### src/rtl/stream_skid_buf.sv
// ---------------------------------------------------------------------------
// stream_skid_buf
//   Two-entry, first-in-first-out register buffer. The head register drives
//   the stream data directly, so the output is always a registered value.
//
// Ports
//   clk          clock, all state updates on posedge
//   rst          synchronous active-high reset, empties the buffer
//   push_i       write push_data_i at the tail this cycle
//   push_data_i  word to write
//   pop_i        drop the head word this cycle (only legal when valid_o)
//   head_o       oldest buffered word
//   valid_o      at least one word is buffered
//   held_o       occupancy, 0..2
// ---------------------------------------------------------------------------
module stream_skid_buf #(
    parameter int WIDTH = 8
) (
    input  logic             clk,
    input  logic             rst,
    input  logic             push_i,
    input  logic [WIDTH-1:0] push_data_i,
    input  logic             pop_i,
    output logic [WIDTH-1:0] head_o,
    output logic             valid_o,
    output logic [1:0]       held_o
);

    logic [WIDTH-1:0] head_q, head_d;
    logic [WIDTH-1:0] tail_q, tail_d;
    logic [1:0]       held_q, held_d;

    always_comb begin
        head_d = head_q;
        tail_d = tail_q;
        held_d = held_q;
        unique case ({push_i, pop_i})
            2'b10: begin
                if (held_q == 2'd0) head_d = push_data_i;
                else                tail_d = push_data_i;
                held_d = held_q + 2'd1;
            end
            2'b01: begin
                head_d = tail_q;
                held_d = held_q - 2'd1;
            end
            2'b11: begin
                // Occupancy is unchanged; the new word lands behind whatever
                // remains after the head leaves.
                if (held_q == 2'd2) begin
                    head_d = tail_q;
                    tail_d = push_data_i;
                end else begin
                    head_d = push_data_i;
                end
            end
            default: ;
        endcase
    end

    always_ff @(posedge clk) begin
        if (rst) begin
            head_q <= '0;
            tail_q <= '0;
            held_q <= 2'd0;
        end else begin
            head_q <= head_d;
            tail_q <= tail_d;
            held_q <= held_d;
        end
    end

    assign head_o  = head_q;
    assign valid_o = (held_q != 2'd0);
    assign held_o  = held_q;

endmodule

### src/rtl/fifo_stream_reader.sv
// ---------------------------------------------------------------------------
// fifo_stream_reader
//   Drains a synchronous FIFO (registered read data, one cycle latency) and
//   presents the words as a valid/ready stream with a per-frame last marker.
//   A 2-entry output buffer plus one in-flight read slot covers the read
//   latency, so the stream runs at one word per cycle when unstalled.
//
// Ports
//   clk         clock
//   rst         synchronous active-high reset
//   fifo_data   FIFO data_out, valid the cycle after a read strobe
//   fifo_empty  FIFO empty flag
//   fifo_rd_en  FIFO read strobe (combinational)
//   m_data      stream data (buffer head)
//   m_valid     stream word available
//   m_ready     downstream accepts this cycle
//   m_last      head word is the last beat of its frame
//   frame_cnt   completed frames, wraps 255 -> 0
// ---------------------------------------------------------------------------
module fifo_stream_reader #(
    parameter int WIDTH     = 8,
    parameter int FRAME_LEN = 4
) (
    input  logic             clk,
    input  logic             rst,
    input  logic [WIDTH-1:0] fifo_data,
    input  logic             fifo_empty,
    output logic             fifo_rd_en,
    output logic [WIDTH-1:0] m_data,
    output logic             m_valid,
    input  logic             m_ready,
    output logic             m_last,
    output logic [7:0]       frame_cnt
);

    localparam logic [7:0] LAST_BEAT = 8'(FRAME_LEN - 1);

    logic       inflight_q;
    logic [7:0] beat_q, beat_d;
    logic [7:0] frame_cnt_q, frame_cnt_d;
    logic [1:0] held;
    logic       pop, push;
    logic [2:0] occ;

    assign pop  = m_valid & m_ready;
    // A read whose return cycle shows empty is treated as failed and dropped.
    assign push = inflight_q & ~fifo_empty;

    // Credit check: buffered + in-flight words, counting a same-cycle pop as
    // already gone. Keeping this below 2 means the buffer can never overflow;
    // the pop term is what allows back-to-back reads at full rate.
    assign occ        = {1'b0, held} + {2'b00, inflight_q} - {2'b00, pop};
    assign fifo_rd_en = ~rst & ~fifo_empty & (occ < 3'd2);

    stream_skid_buf #(.WIDTH(WIDTH)) u_buf (
        .clk         (clk),
        .rst         (rst),
        .push_i      (push),
        .push_data_i (fifo_data),
        .pop_i       (pop),
        .head_o      (m_data),
        .valid_o     (m_valid),
        .held_o      (held)
    );

    // Gated by m_valid so the flag is low when nothing is presented
    // (including after reset with FRAME_LEN=1).
    assign m_last = m_valid & (beat_q == LAST_BEAT);

    always_comb begin
        beat_d      = beat_q;
        frame_cnt_d = frame_cnt_q;
        if (pop) begin
            if (m_last) begin
                beat_d      = 8'd0;
                frame_cnt_d = frame_cnt_q + 8'd1;
            end else begin
                beat_d = beat_q + 8'd1;
            end
        end
    end

    always_ff @(posedge clk) begin
        if (rst) begin
            inflight_q  <= 1'b0;
            beat_q      <= 8'd0;
            frame_cnt_q <= 8'd0;
        end else begin
            inflight_q  <= fifo_rd_en;
            beat_q      <= beat_d;
            frame_cnt_q <= frame_cnt_d;
        end
    end

    assign frame_cnt = frame_cnt_q;

endmodule

### config.mk
export PLATFORM = sky130hd
export DESIGN_NAME = fifo_stream_reader
export DESIGN_NICKNAME = d
export VERILOG_FILES = /design/src/rtl/stream_skid_buf.sv /design/src/rtl/fifo_stream_reader.sv
export SDC_FILE = /design/constraint.sdc
export NUM_CORES = 1
export LEC_CHECK = 0
export CAP_MARGIN = 20
export CORE_UTILIZATION = 29
export DETAILED_ROUTE_END_ITERATION = 7
export PLACE_DENSITY_LB_ADDON = 0.05
export SETUP_SLACK_MARGIN = 0.02
export SYNTH_ARGS = -nofsm -noshare
export SYNTH_HDL_FRONTEND = slang
export SYNTH_HIERARCHICAL = 1
export SYNTH_SLANG_ARGS = --single-unit
### constraint.sdc
create_clock -name clk -period 5.25 [get_ports clk]
set_clock_uncertainty 0.2 [all_clocks]
set_input_delay 1.575 -clock clk [delete_from_list [all_inputs] [get_ports clk]]
set_output_delay 1.575 -clock clk [all_outputs]
set_load 0.01 [all_outputs]
==> qor.log, run 1 <==
qor: cells_and_area.final.fill_count 592
qor: drt.final_antenna_net_count 0
qor: critical_path.worst_path_largest_cell_delay 0.36 ns
qor: die.std_cell_rows 28
qor: yosys.post-synth-top-area-fraction 38.3%
qor: drt.routed-wl-met2 2250 µm
qor: run_status.run_status finished clean
qor: yosys.seq_area_frac_synth 38.3%
qor: cells_and_area.antenna_cells_inserted 0
qor: cts.clkSlewWorstSetupHoldPaths 0.07 ns
qor: cts.cts_tree done
qor: placed_design.portBuffers 30
qor: cells_and_area.post_route_cells_drive_above_1_share 11.6%
qor: global_route.wire_length_of_the_first_global_routing_pass 7710 µm
qor: timing.drv_slew 0
qor: power_and_ir_drop.irDropWorstVdd 0.000145 V
qor: drt.viasPerCell 5.21
qor: cts.clockRootBuffer sky130_fd_sc_hd__clkbuf_8
qor: cts.clockBufferDepth 2
qor: critical_path.worst_setup_path_end_kind output pin
qor: drt.firstDrtPassIters 4
qor: yosys.syn_area 0.00183 mm²
qor: timing.tightestPinTransition 0.667 ns
qor: drt.route.detailed.wl_per_inst 15.1 µm
qor: timing.final.hold.worst_slack 0.272 ns
qor: timing.max_freq 196 MHz
qor: drt.drt-total-wl 4530 µm
qor: global_route.gr-total-overflow 0
qor: cells_and_area.area_growth 24.4%
qor: yosys.synth_enable_flop_cells 0
qor: global_route.grt_pass1_vias 1656
qor: flow_run.maxCapViolCount 0
qor: cts.cts_made_buffers 5
qor: die.i_o_pin_cnt 31
qor: critical_path.type_of_element_launching_the_critical_path primary input
qor: die.fp.dieArea 0.00664 mm²
qor: timing.period_share 97.1%
qor: global_route.pin_count_of_the_biggest_net_entering_global_routing 31
qor: timing.timing_hold_violations_final 0
qor: cts.clkLatencyLatePin 0.28 ns
qor: yosys.synth-main-ff-cell sky130_fd_sc_hd__dfxtp_1
qor: cells_and_area.design.final.nets 244
qor: yosys.syn-mean-instance-area 9.35 µm²
qor: yosys.yosys.cell_types.count 41
qor: yosys.synthesized_flop_and_latch_total 35
qor: die.initial_utilization 30.6%
qor: drt.m1WireLength 2050 µm
qor: critical_path.path_class in -> out
qor: die.die_height 81.5 µm
qor: placed_design.dp_hpwl 3310 µm
qor: die.fp.coreArea 0.00599 mm²
qor: critical_path.timing.critical_path.cells dlygate4sd2_1 > and2_4 > ha_1 > nand2b_1 > fa_2 > xor2_2 > nor4b_2 > buf_2
qor: die.die-width 81.5 µm
qor: yosys.async_flop_share 0%
qor: power_and_ir_drop.power_density 354 mW/mm²
qor: yosys.syn_inst 196
qor: global_route.grt_util_all_layers 15.3%
qor: timing.finalSetupViolations 0
qor: cts.postCtsHoldBufs 0
qor: yosys.yosysMostFrequentCell sky130_fd_sc_hd__dfxtp_1
qor: placed_design.placed_cells 292
qor: cells_and_area.finish.cell_count_without_fillers 300
qor: cells_and_area.finalInstanceArea 0.00228 mm²
qor: critical_path.crit_path_top_delay_cell sky130_fd_sc_hd__fa_2
qor: critical_path.largest_driver_fanout_on_the_critical_path 3
qor: timing.final_period_minus_worst_setup_slack 5.10 ns
qor: power_and_ir_drop.power.leakage 0.806 nW
qor: drt.route.met3.wl 164 µm
qor: timing.setup_repair_after_global_routing_missed_its_margin false
qor: yosys.ys.warnings.count 6
qor: drt.uppermost_layer_routed met4
qor: drt.drt_first_iter_violations 43
qor: cts.h-tree-depth 2
qor: drt.drc_violations_left 0
qor: power_and_ir_drop.power.total 0.805 mW
qor: cells_and_area.finalCoreUtilization 38.0%
qor: cts.cts_num_sinks 35
qor: timing.timing.max_slew.rel_slack 55.4%
qor: yosys.synthesis.nets 216
qor: drt.vias 1563
qor: yosys.largest_area_contributor_in_the_synthesized_netlist sky130_fd_sc_hd__dfxtp_1
qor: yosys.yosys-top-cells-area sky130_fd_sc_hd__dfxtp_1, sky130_fd_sc_hd__a311oi_2, sky130_fd_sc_hd__xor2_1
qor: critical_path.cp.required 3.48 ns
qor: critical_path.crit_arrival 3.32 ns
qor: yosys.synth_common_cells sky130_fd_sc_hd__dfxtp_1, sky130_fd_sc_hd__a21oi_1, sky130_fd_sc_hd__nor2_1, sky130_fd_sc_hd__xor2_1, sky130_fd_sc_hd__nand3_1
qor: global_route.antenna_found_initial 0
qor: placed_design.globalplace.congestion 0.787
qor: worst_hold_path.timing.hold.worst.class reg -> reg
qor: placed_design.placedInstanceArea 0.00218 mm²
-- cells in the final DEF, fill, tap and decap left out, types with 7 or more instances in the layout --
cell type / count
sky130_fd_sc_hd__a21oi_1: 18
sky130_fd_sc_hd__a311oi_2: 7
sky130_fd_sc_hd__clkdlybuf4s50_1: 28
sky130_fd_sc_hd__dfxtp_1: 35
sky130_fd_sc_hd__ha_1: 7
sky130_fd_sc_hd__nand3_1: 9
sky130_fd_sc_hd__nand4_1: 8
sky130_fd_sc_hd__nor2_1: 18
sky130_fd_sc_hd__o211ai_1: 8
sky130_fd_sc_hd__o21ai_1: 8
sky130_fd_sc_hd__o31ai_1: 8
sky130_fd_sc_hd__xor2_1: 11
-- layout make-up --
| type | instances | area [µm²] | area share [%] |
|---|---|---|---|
| tap | 75 | 93.8 | 4.12 |
| clock buffer | 7 | 76.3 | 3.35 |
| sequential | 35 | 701 | 30.8 |
| timing repair buffer | 32 | 309 | 13.6 |
| clock inverter | 1 | 5.00 | 0.220 |
| multi-input combinational | 144 | 1070 | 46.9 |
| inverter | 6 | 25.0 | 1.10 |
-- logic make-up (layout without fill, tap and decap cells) --
group | after synthesis | in the layout | share of synthesized area (%)
fa+ha+maj | 8 | 8 | 5.87
xor+xnor | 15 | 15 | 7.17
flops | 35 | 35 | 38.3
buf+inv | 17 | 46 | 4.44
compound gates | 54 | 54 | 21.8
simple gates | 64 | 64 | 20.8
mux | 3 | 3 | 1.71
-- final timing paths --
check | start | endpoint | slack, ns | cells past startpoint
worst max-delay path | m_ready | fifo_rd_en | 0.15 | 8
worst max register to register | u_buf/held_o[1] | u_buf/tail_q[1] | 2.46 | 8
worst min-delay path | u_buf/tail_q[7] | u_buf/tail_q[7] | 0.27 | 2
worst min register to register | u_buf/tail_q[7] | u_buf/tail_q[7] | 0.27 | 2
-- registers in the layout, indices dropped and copies added, names as in the netlist --
signal and count:
beat_q 8, frame_cnt 8, u_buf/head_o 8, u_buf/tail_q 8
u_buf/held_o 2, inflight_q 1
-- through the flow --
step / setup slack (ns) / setup TNS (ns)
3_3_place_gp: -0.551 / -0.551
2_1_floorplan: 0.128 / 0
4_1_cts: 0.0312 / 0
3_5_place_dp: -0.585 / -0.585
5_1_grt: 0.0233 / 0
6_report: 0.151 / 0
-- metal layers --
layer  global-route usage [%]  vias up
met5                        0        -
met3                     4.11        8
li1                         -      771
met1                     17.8      752
met4                     5.36        0
met2                     26.8       32
-- worst max-delay path, delay by kind of cell --
family        cells  cell delay (ns)
fa+ha+maj         2             0.62
simple gates      3             0.52
buf+inv           2             0.42
xor+xnor          1             0.19
-- where the power goes --
| part | total (mW) | internal (mW) | switching (mW) |
|---|---|---|---|
| clock | 0.185 | 0.0931 | 0.0919 |
| sequential | 0.327 | 0.299 | 0.0281 |
| combinational | 0.294 | 0.131 | 0.162 |
| total | 0.805 | 0.523 | 0.282 |
-- what timing repair did --
action | 4_1_cts | 5_1_grt
endpoints found under the setup margin | 1 | 1
resized for setup | 7 | 3
setup buffers | 0 | 0
pin swaps | 1 | 1
(Power assumes the default switching activity.)
==> run 2, diff against run 1 <==
--- a/config.mk
+++ b/config.mk
@@ -9,6 +9,8 @@
 export CORE_UTILIZATION = 29
 export DETAILED_ROUTE_END_ITERATION = 7
 export PLACE_DENSITY_LB_ADDON = 0.05
+export RECOVER_POWER = 100
+export REMOVE_ABC_BUFFERS = 1
 export SETUP_SLACK_MARGIN = 0.02
 export SYNTH_ARGS = -nofsm -noshare
 export SYNTH_HDL_FRONTEND = slang
==> constraint.sdc (replaced) <==
create_clock -name clk -period 5.6 [get_ports clk]
set_clock_uncertainty 0.2 [all_clocks]
set_input_delay 1.68 -clock clk [delete_from_list [all_inputs] [get_ports clk]]
set_output_delay 1.68 -clock clk [all_outputs]
set_load 0.01 [all_outputs]
==> run 2 against run 1 <==
  * Non-clock buffer count unchanged
  * Critical path depth stayed put
  * Core utilization is 0.10 points lower
  * Clock power is 9% higher
  * Critical endpoint unchanged
  * The flow now finishes with violations (capacitance limit, slew limit)
  * Largest cell class unchanged
  * Worst setup slack gained 0.16 ns
  * Combinational power shrank 11%
==> qor.log, run 2 (synthesis results as in run 1) <==
qor: cells_and_area.post_route_cells_drive_above_1_share 9.33%
qor: cts.h-tree-depth 2
qor: cells_and_area.design.final.nets 244
qor: timing.max_freq 189 MHz
qor: timing.timing.max_slew.rel_slack -2.93%
qor: global_route.grt_pass1_vias 1661
qor: cts.cts_tree done
qor: timing.final_period_minus_worst_setup_slack 5.29 ns
qor: drt.firstDrtPassIters 4
qor: placed_design.dp_hpwl 3310 µm
qor: cts.clockBufferDepth 2
qor: critical_path.worst_setup_path_end_kind output pin
qor: critical_path.timing.critical_path.cells dlymetal6s2s_1 > and2_4 > ha_1 > nand2b_1 > fa_1 > xor2_1 > nor4b_2 > clkbuf_1
qor: global_route.grt_util_all_layers 15.9%
qor: die.fp.coreArea 0.00599 mm²
qor: die.die_height 81.5 µm
qor: die.std_cell_rows 28
qor: cts.clkLatencyLatePin 0.28 ns
qor: critical_path.path_class in -> out
qor: timing.drv_slew 31
qor: drt.drt-total-wl 4650 µm
qor: cells_and_area.most-common-layout-cells sky130_fd_sc_hd__dfxtp_1, sky130_fd_sc_hd__nor2_1, sky130_fd_sc_hd__a21oi_1, sky130_fd_sc_hd__dlygate4sd3_1, sky130_fd_sc_hd__xor2_1
qor: cells_and_area.antenna_cells_inserted 0
qor: power_and_ir_drop.power.total 0.767 mW
qor: drt.drc_violations_left 0
qor: drt.route.detailed.wl_per_inst 15.5 µm
qor: critical_path.worst_path_largest_cell_delay 0.37 ns
qor: cts.cts_num_sinks 35
qor: cts.clkSlewWorstSetupHoldPaths 0.07 ns
qor: timing.period_share 94.4%
qor: critical_path.crit_arrival 3.41 ns
qor: cts.postCtsSetupBuffers 0
qor: global_route.pin_count_of_the_biggest_net_entering_global_routing 31
qor: power_and_ir_drop.power_density 338 mW/mm²
qor: die.die-width 81.5 µm
qor: global_route.gr-total-overflow 0
qor: timing.timing_hold_violations_final 0
qor: cts.cts_made_buffers 5
qor: worst_hold_path.timing.hold.worst.class reg -> reg
qor: cells_and_area.layout_commonest_cell sky130_fd_sc_hd__dfxtp_1
qor: critical_path.type_of_element_launching_the_critical_path primary input
qor: cts.postCtsHoldBufs 0
qor: drt.drt_first_iter_violations 48
qor: drt.final_antenna_net_count 0
qor: drt.vias 1568
qor: global_route.antenna_found_initial 0
qor: placed_design.globalplace.congestion 0.823
qor: die.fp.dieArea 0.00664 mm²
qor: critical_path.crit_path_top_delay_cell sky130_fd_sc_hd__fa_1
qor: critical_path.largest_driver_fanout_on_the_critical_path 3
qor: drt.viasPerCell 5.23
qor: global_route.wire_length_of_the_first_global_routing_pass 8040 µm
qor: critical_path.cp.required 3.72 ns
qor: placed_design.placedInstanceArea 0.00218 mm²
qor: cells_and_area.area_growth 24.0%
qor: die.initial_utilization 30.6%
qor: timing.tightestPinTransition 1.54 ns
qor: run_status.violations capacitance limit, slew limit
qor: timing.finalSetupViolations 0
qor: placed_design.portBuffers 30
qor: power_and_ir_drop.power.leakage 0.864 nW
qor: cells_and_area.finalInstanceArea 0.00227 mm²
qor: run_status.run_status complete, but fails checks
qor: timing.setup_repair_after_global_routing_missed_its_margin false
qor: flow_run.maxCapViolCount 1
qor: power_and_ir_drop.irDropWorstVdd 0.000112 V
qor: cts.clockRootBuffer sky130_fd_sc_hd__clkbuf_8
qor: die.i_o_pin_cnt 31
## run 2: worst max-delay path: cells and delay by family
kind / cells / cell delay (ns)
xor+xnor: 1 / 0.20
fa+ha+maj: 2 / 0.62
buf+inv: 2 / 0.33
simple gates: 3 / 0.56
## run 2: path summary, 6_finish.rpt
check                        from               to  slack, ns  cells after the start
setup / recovery          m_ready       fifo_rd_en       0.31                      8
hold / removal    u_buf/tail_q[4]  u_buf/tail_q[4]       0.29                      2
setup reg to reg  u_buf/held_o[1]  u_buf/tail_q[6]       2.47                      9
hold reg to reg   u_buf/tail_q[4]  u_buf/tail_q[4]       0.29                      2
## run 2: area by class of cell
type / count / area [µm²]
inverter: 6 / 25.0
fill: 605 / 3720
multi-input combinational: 144 / 1040
sequential: 35 / 701
timing repair buffer: 32 / 308
clock buffer: 8 / 100
tap: 75 / 93.8
## run 2: timing repair
item                                    CTS  global route
endpoints found under the setup margin    1             1
pin swaps                                 0             1
gates resized for setup                   7             1
## run 2: report_power, final
part | leakage (nW) | total [mW] | switching [mW] | internal, mW
Combinational | 0.529 | 0.261 | 0.151 | 0.110
Clock | 0.0515 | 0.202 | 0.0898 | 0.112
Sequential | 0.284 | 0.304 | 0.0240 | 0.280
Total | 0.864 | 0.767 | 0.265 | 0.502
## run 2: routing by layer
layer	routed length, µm	global-route usage (%)
met5	0	0
met1	2140	18.8
met4	38	5.71
met2	2330	27.6
met3	143	3.89
## run 2: metrics by stage
| step | util (%) | instances | worst slack (ns) | hold slack [ns] | TNS (ns) |
|---|---|---|---|---|---|
| finish | 37.9 | 300 | 0.313 | 0.286 | 0 |
| global route | 37.9 | 300 | 0.189 | 0.292 | 0 |
| CTS | 38.2 | 300 | 0.0387 | 0.275 | 0 |
| detailed placement | 36.5 | 292 | -0.484 | 0.265 | -0.484 |
| global placement | 36.5 | 292 | -0.434 | 0.259 | -0.434 |
| floorplan | - | 185 | 0.209 | 0.239 | 0 |
